$ cat src/rtl/bias_add_scheduler.sv
// Tile scheduler for a shared LENGTH-lane vector adder.
// Walks x/bias tiles through read, operand load, add hold and result write.
module bias_add_scheduler #(
  parameter int DATA_WIDTH  = 16,
  parameter int LENGTH      = 4,
  parameter int ADDR_WIDTH  = 8,
  parameter int ADD_LATENCY = 3
) (
  input  logic                         clk,
  input  logic                         reset,
  input  logic                         start,
  input  logic [ADDR_WIDTH-1:0]        x_base,
  input  logic [ADDR_WIDTH-1:0]        bias_base,
  input  logic [ADDR_WIDTH-1:0]        dst_base,
  input  logic [ADDR_WIDTH-1:0]        num_tiles,
  output logic                         busy,
  output logic                         done,
  output logic                         x_rd_en,
  output logic                         bias_rd_en,
  output logic [ADDR_WIDTH-1:0]        x_rd_addr,
  output logic [ADDR_WIDTH-1:0]        bias_rd_addr,
  input  logic [LENGTH*DATA_WIDTH-1:0] x_rd_data,
  input  logic [LENGTH*DATA_WIDTH-1:0] bias_rd_data,
  output logic                         add_en,
  output logic [LENGTH*DATA_WIDTH-1:0] add_x,
  output logic [LENGTH*DATA_WIDTH-1:0] add_bias,
  input  logic [LENGTH*DATA_WIDTH-1:0] add_out,
  output logic                         wr_en,
  output logic [ADDR_WIDTH-1:0]        wr_addr,
  output logic [LENGTH*DATA_WIDTH-1:0] wr_data
);

  localparam int VW = LENGTH * DATA_WIDTH;
  localparam int CW = (ADD_LATENCY > 1) ? $clog2(ADD_LATENCY) : 1;
  localparam logic [CW-1:0] CNT_LAST = CW'(ADD_LATENCY - 1);
  localparam logic [ADDR_WIDTH-1:0] ONE = ADDR_WIDTH'(1);

  typedef enum logic [2:0] {
    S_IDLE,
    S_READ,
    S_LOAD,
    S_ADD,
    S_WRITE,
    S_DONE
  } state_t;

  state_t                state_q;
  logic [ADDR_WIDTH-1:0] xb_q;
  logic [ADDR_WIDTH-1:0] bb_q;
  logic [ADDR_WIDTH-1:0] db_q;
  logic [ADDR_WIDTH-1:0] n_q;
  logic [ADDR_WIDTH-1:0] t_q;
  logic [CW-1:0]         cnt_q;

  logic                  busy_q;
  logic                  done_q;
  logic                  rd_en_q;
  logic [ADDR_WIDTH-1:0] x_addr_q;
  logic [ADDR_WIDTH-1:0] b_addr_q;
  logic                  add_en_q;
  logic [VW-1:0]         add_x_q;
  logic [VW-1:0]         add_b_q;
  logic                  wr_en_q;
  logic [ADDR_WIDTH-1:0] wr_addr_q;

  logic [ADDR_WIDTH-1:0] t_d;
  logic                  last_tile;

  assign t_d       = t_q + ONE;
  assign last_tile = (t_q == (n_q - ONE));

  // Outputs are registered alongside the state they belong to,
  // so every strobe is computed for the state being entered.
  always_ff @(posedge clk or negedge reset) begin
    if (!reset) begin
      state_q   <= S_IDLE;
      xb_q      <= '0;
      bb_q      <= '0;
      db_q      <= '0;
      n_q       <= '0;
      t_q       <= '0;
      cnt_q     <= '0;
      busy_q    <= 1'b0;
      done_q    <= 1'b0;
      rd_en_q   <= 1'b0;
      x_addr_q  <= '0;
      b_addr_q  <= '0;
      add_en_q  <= 1'b0;
      add_x_q   <= '0;
      add_b_q   <= '0;
      wr_en_q   <= 1'b0;
      wr_addr_q <= '0;
    end else begin
      done_q    <= 1'b0;
      rd_en_q   <= 1'b0;
      x_addr_q  <= '0;
      b_addr_q  <= '0;
      add_en_q  <= 1'b0;
      wr_en_q   <= 1'b0;
      wr_addr_q <= '0;
      unique case (state_q)
        S_IDLE: begin
          if (start) begin
            xb_q <= x_base;
            bb_q <= bias_base;
            db_q <= dst_base;
            n_q  <= num_tiles;
            t_q  <= '0;
            if (num_tiles == '0) begin
              state_q <= S_DONE;
              done_q  <= 1'b1;
              busy_q  <= 1'b0;
            end else begin
              state_q  <= S_READ;
              busy_q   <= 1'b1;
              rd_en_q  <= 1'b1;
              x_addr_q <= x_base;
              b_addr_q <= bias_base;
            end
          end
        end
        S_READ: begin
          state_q <= S_LOAD;
        end
        S_LOAD: begin
          add_x_q  <= x_rd_data;
          add_b_q  <= bias_rd_data;
          cnt_q    <= '0;
          add_en_q <= 1'b1;
          state_q  <= S_ADD;
        end
        S_ADD: begin
          if (cnt_q == CNT_LAST) begin
            cnt_q     <= '0;
            wr_en_q   <= 1'b1;
            wr_addr_q <= db_q + t_q;
            state_q   <= S_WRITE;
          end else begin
            cnt_q    <= cnt_q + 1'b1;
            add_en_q <= 1'b1;
          end
        end
        S_WRITE: begin
          if (last_tile) begin
            state_q <= S_DONE;
            done_q  <= 1'b1;
            busy_q  <= 1'b0;
          end else begin
            t_q      <= t_d;
            state_q  <= S_READ;
            rd_en_q  <= 1'b1;
            x_addr_q <= xb_q + t_d;
            b_addr_q <= bb_q + t_d;
          end
        end
        S_DONE: begin
          busy_q  <= 1'b0;
          state_q <= S_IDLE;
        end
        default: begin
          busy_q  <= 1'b0;
          state_q <= S_IDLE;
        end
      endcase
    end
  end

  assign busy         = busy_q;
  assign done         = done_q;
  assign x_rd_en      = rd_en_q;
  assign bias_rd_en   = rd_en_q;
  assign x_rd_addr    = x_addr_q;
  assign bias_rd_addr = b_addr_q;
  assign add_en       = add_en_q;
  assign add_x        = add_x_q;
  assign add_bias     = add_b_q;
  assign wr_en        = wr_en_q;
  assign wr_addr      = wr_addr_q;
  // Adder result is forwarded straight to the buffer during WRITE.
  assign wr_data      = wr_en_q ? add_out : '0;

endmodule

$ cat config.mk
export PLATFORM = sky130hd
export DESIGN_NAME = bias_add_scheduler
export DESIGN_NICKNAME = d
export VERILOG_FILES = /design/src/rtl/bias_add_scheduler.sv
export SDC_FILE = /design/constraint.sdc
export NUM_CORES = 1
export LEC_CHECK = 0
export BUFFER_PORTS_ARGS = -buffer_cell sky130_fd_sc_hd__buf_2
export CAP_MARGIN = 20
export CORE_AREA = 2 2 163 196
export CTS_CLUSTER_DIAMETER = 30
export CTS_CLUSTER_SIZE = 12
export DETAILED_ROUTE_END_ITERATION = 7
export DIE_AREA = 0 0 165 198
export PLACE_DENSITY = 0.54
export SYNTH_ARGS = -nofsm -noshare
export SYNTH_HDL_FRONTEND = slang
export SYNTH_SLANG_ARGS = --single-unit
$ cat constraint.sdc
create_clock -name clk -period 2.3 [get_ports clk]
set_clock_uncertainty 0.05 [all_clocks]
set_input_delay 0.115 -clock clk [delete_from_list [all_inputs] [get_ports clk]]
set_output_delay 0.115 -clock clk [all_outputs]
set_load 0.02 [all_outputs]
==> run summary <==
Vias: 8,552
PortBufs: 448
Pins Over Slew Limit: 0
PD cells: 1380 nW/µm²
clock root buffer: clkbuf_16
fin util: 52.0%
RSZ-0062 raised after global routing: true
Post-Syn Area: 9100 µm²
peak supply drop: 1.00 mV
syn nets: 1,015
NumNets Final: 1,716
crit share post-route: 107%
Yosys cell types: 52
# clock sinks: 202
Synth top cells by count: dfrtp_1 (202), mux2_2 (128), nand2_1 (105)
FF-to-FF Start: n_q[0]$_DFFE_PN0P_
Async SR Flop Fraction: 100%
failing checks: negative setup slack
critical path class: reg2reg
mean routed wirelength per cell: 18.6 µm
Synth-to-Final Area Change: 77.0%
CTS Buf Count: 47
yosys synthesis warning count: 0
post-route setup TNS: -2150 ps
Worst Setup EP: bias_rd_addr[7]$_DFF_PN0_
Critical Path Fanout Max: 6
Worst-Margin Slew: 588 ps
H-Tree Level Count: 2
fin crit period: 2460 ps
average vias per placed instance: 4.50
Reg clk slew, reported paths: 50 ps
Final Hold Fails: 0
CP required: 2710 ps
largest net degree at the start of global routing: 68
number of synthesized flops with an enable pin: 0
DR iter-0 viols: 267
count leader, synth: dfrtp_1
Fillers: 2,727
Cell Rows: 71
Worst setup startpoint: n_q[0]$_DFFE_PN0P_
Slew HR: 60.8%
Die Ht: 198 µm
DRT Pass-1 Iters: 4
final setup fails: 24
Static Leak: 8.18 nW
Fin Hold WS: 107 ps
R2R cell count: 11
antenna violations before repair: 12
Die Wd: 165 µm
Post-Syn Area per Cell: 12.0 µm²
Synth area leaders: dfrtp_1 (56%), mux2_2 (16%), and2_1 (4.7%)
Starting Density: 29.4%
first-pass GRT wire length: 50.8 mm
Post-DP HPWL: 26.2 mm
Worst EP arrival: 2870 ps
Primary FF master, synth: dfrtp_1
worst setup margin: -164 ps
fmax: 406 MHz
r2r setup slk: -160 ps
share of cells above drive strength 1: 52.8%
synthesis-stage register bit count: 202
CTS Buffer Depth: 3
drc violations: 0
clk_lat worst skew: 530 ps
gr ovfl total: 0
RePlAce Congestion: 0.874
# Max-Cap Violations: 0
startpoint type of the worst setup path: register
core area: 31,000 µm²
post-synthesis sequential area ratio: 55.5%
ANT nets after route: 0
dpl ws: -102 ps
number of placed I/O pins: 449
Total Die Area: 32,700 µm²
vias in the first global route: 8,864
min-delay worst type: in2async
worst r2r dst: bias_rd_addr[7]$_DFF_PN0_
Syn Inst Count: 759
crit end category: register
PnR Total Power: 0.0223 W
Synth area leader: dfrtp_1
top-area cell type share of the netlist area: 55.5%
CTS tree: built
Overall Global Routing Usage: 20.9%
final wirelength: 35.4 mm
status: finished with violations
-- metal layers --
layer,track usage [%],routed length (µm),vias to the layer above
li1,-,-,4002
met1,22.1,13100,4100
met2,34.6,16800,339
met3,10.7,3950,97
met4,9.50,1510,14
met5,0,102,-
-- cell families after synthesis --
family	synth area share (%)
AOI/OAI and AO/OA	5.43
and+or+nand+nor	12.0
xor gates and xnor gates	3.18
buffers and inverters	2.74
adders and majority gates	4.23
DFF	55.5
muxes	16.8
-- metrics by stage --
stage / instances / instance area [µm²]
after global placement: 1632 / 12300
after global routing: 1899 / 16100
after floorplan: 759 / 9120
final: 1902 / 16100
after CTS: 1890 / 15900
after detailed placement: 1632 / 12300
-- placed cells by master, fill, tap and decap left out, drive strengths merged, types with 6 or more instances in the layout --
cell and count:
buf 525, dfrtp 202, dlygate4sd3 162, mux2 133
nand2 105, and2 68, clkbuf 60, ha 26
inv 24, o21ai 21, nor2 18, xor2 17
xnor2 16, a21oi 15, clkinv 14, bufinv 9
o22ai 9, a21o 8, nand3 6
-- worst max-delay path, stage by stage, from the launching register on --
cell and delay (ps):
dfrtp_1 380, inv_2 80, ha_4 130, or3b_4 400, o31a_1 260, o2111ai_2 170, a311oi_2 80, or2_4 270
buf_12 150, buf_16 140, buf_12 120, o22ai_2 150
-- state kept, by name, summed over array words and instances, names as in the netlist --
register	flops
add_en	1
t_q	8
state_q	3
busy	1
n_q	8
done	1
xb_q	8
bb_q	8
add_x	64
wr_addr	8
bias_rd_en	1
x_rd_addr	8
db_q	8
bias_rd_addr	8
wr_en	1
cnt_q	2
add_bias	64
-- worst min path at each step --
| stage | slack [ps] | startpoint | endpoint | depth (start not counted) |
|---|---|---|---|---|
| after floorplan | -230 | reset | add_bias[0]$_DFFE_PN0P_ | 0 |
| after global placement | 110 | reset | add_x[52]$_DFFE_PN0P_ | 1 |
| after detailed placement | 110 | reset | add_bias[19]$_DFFE_PN0P_ | 1 |
| after CTS | 110 | reset | add_bias[19]$_DFFE_PN0P_ | 2 |
| after global routing | 140 | reset | add_bias[19]$_DFFE_PN0P_ | 2 |
| final | 110 | reset | add_bias[26]$_DFFE_PN0P_ | 2 |
-- cell type report --
type | count | area [µm²] | share of cell area (%)
Multi-Input combinational cell | 498 | 4080 | 25.3
Antenna cell | 4 | 10.0 | 0.0621
Sequential cell | 202 | 5060 | 31.4
Inverter | 21 | 78.8 | 0.489
Tap cell | 401 | 502 | 3.11
Clock buffer | 57 | 1280 | 7.98
Timing Repair Buffer | 690 | 4680 | 29.1
Clock inverter | 29 | 414 | 2.57
-- power by group --
group | total (W) | switching, W | leakage [nW] | internal, W
registers | 0.00606 | 0.000916 | 2.47 | 0.00515
clock network | 0.00710 | 0.00213 | 0.833 | 0.00497
logic | 0.00913 | 0.00496 | 4.88 | 0.00417
-- timing repair --
item | CTS | global route
setup endpoints to repair | 26 | 28
pin swaps | 11 | 15
gates resized for setup | 37 | 19
endpoints found under the hold margin | 271 | 0
hold buffers | 162 | 0
setup buffers | 10 | 6
cloned | 0 | 2
(Power assumes the default switching activity.)
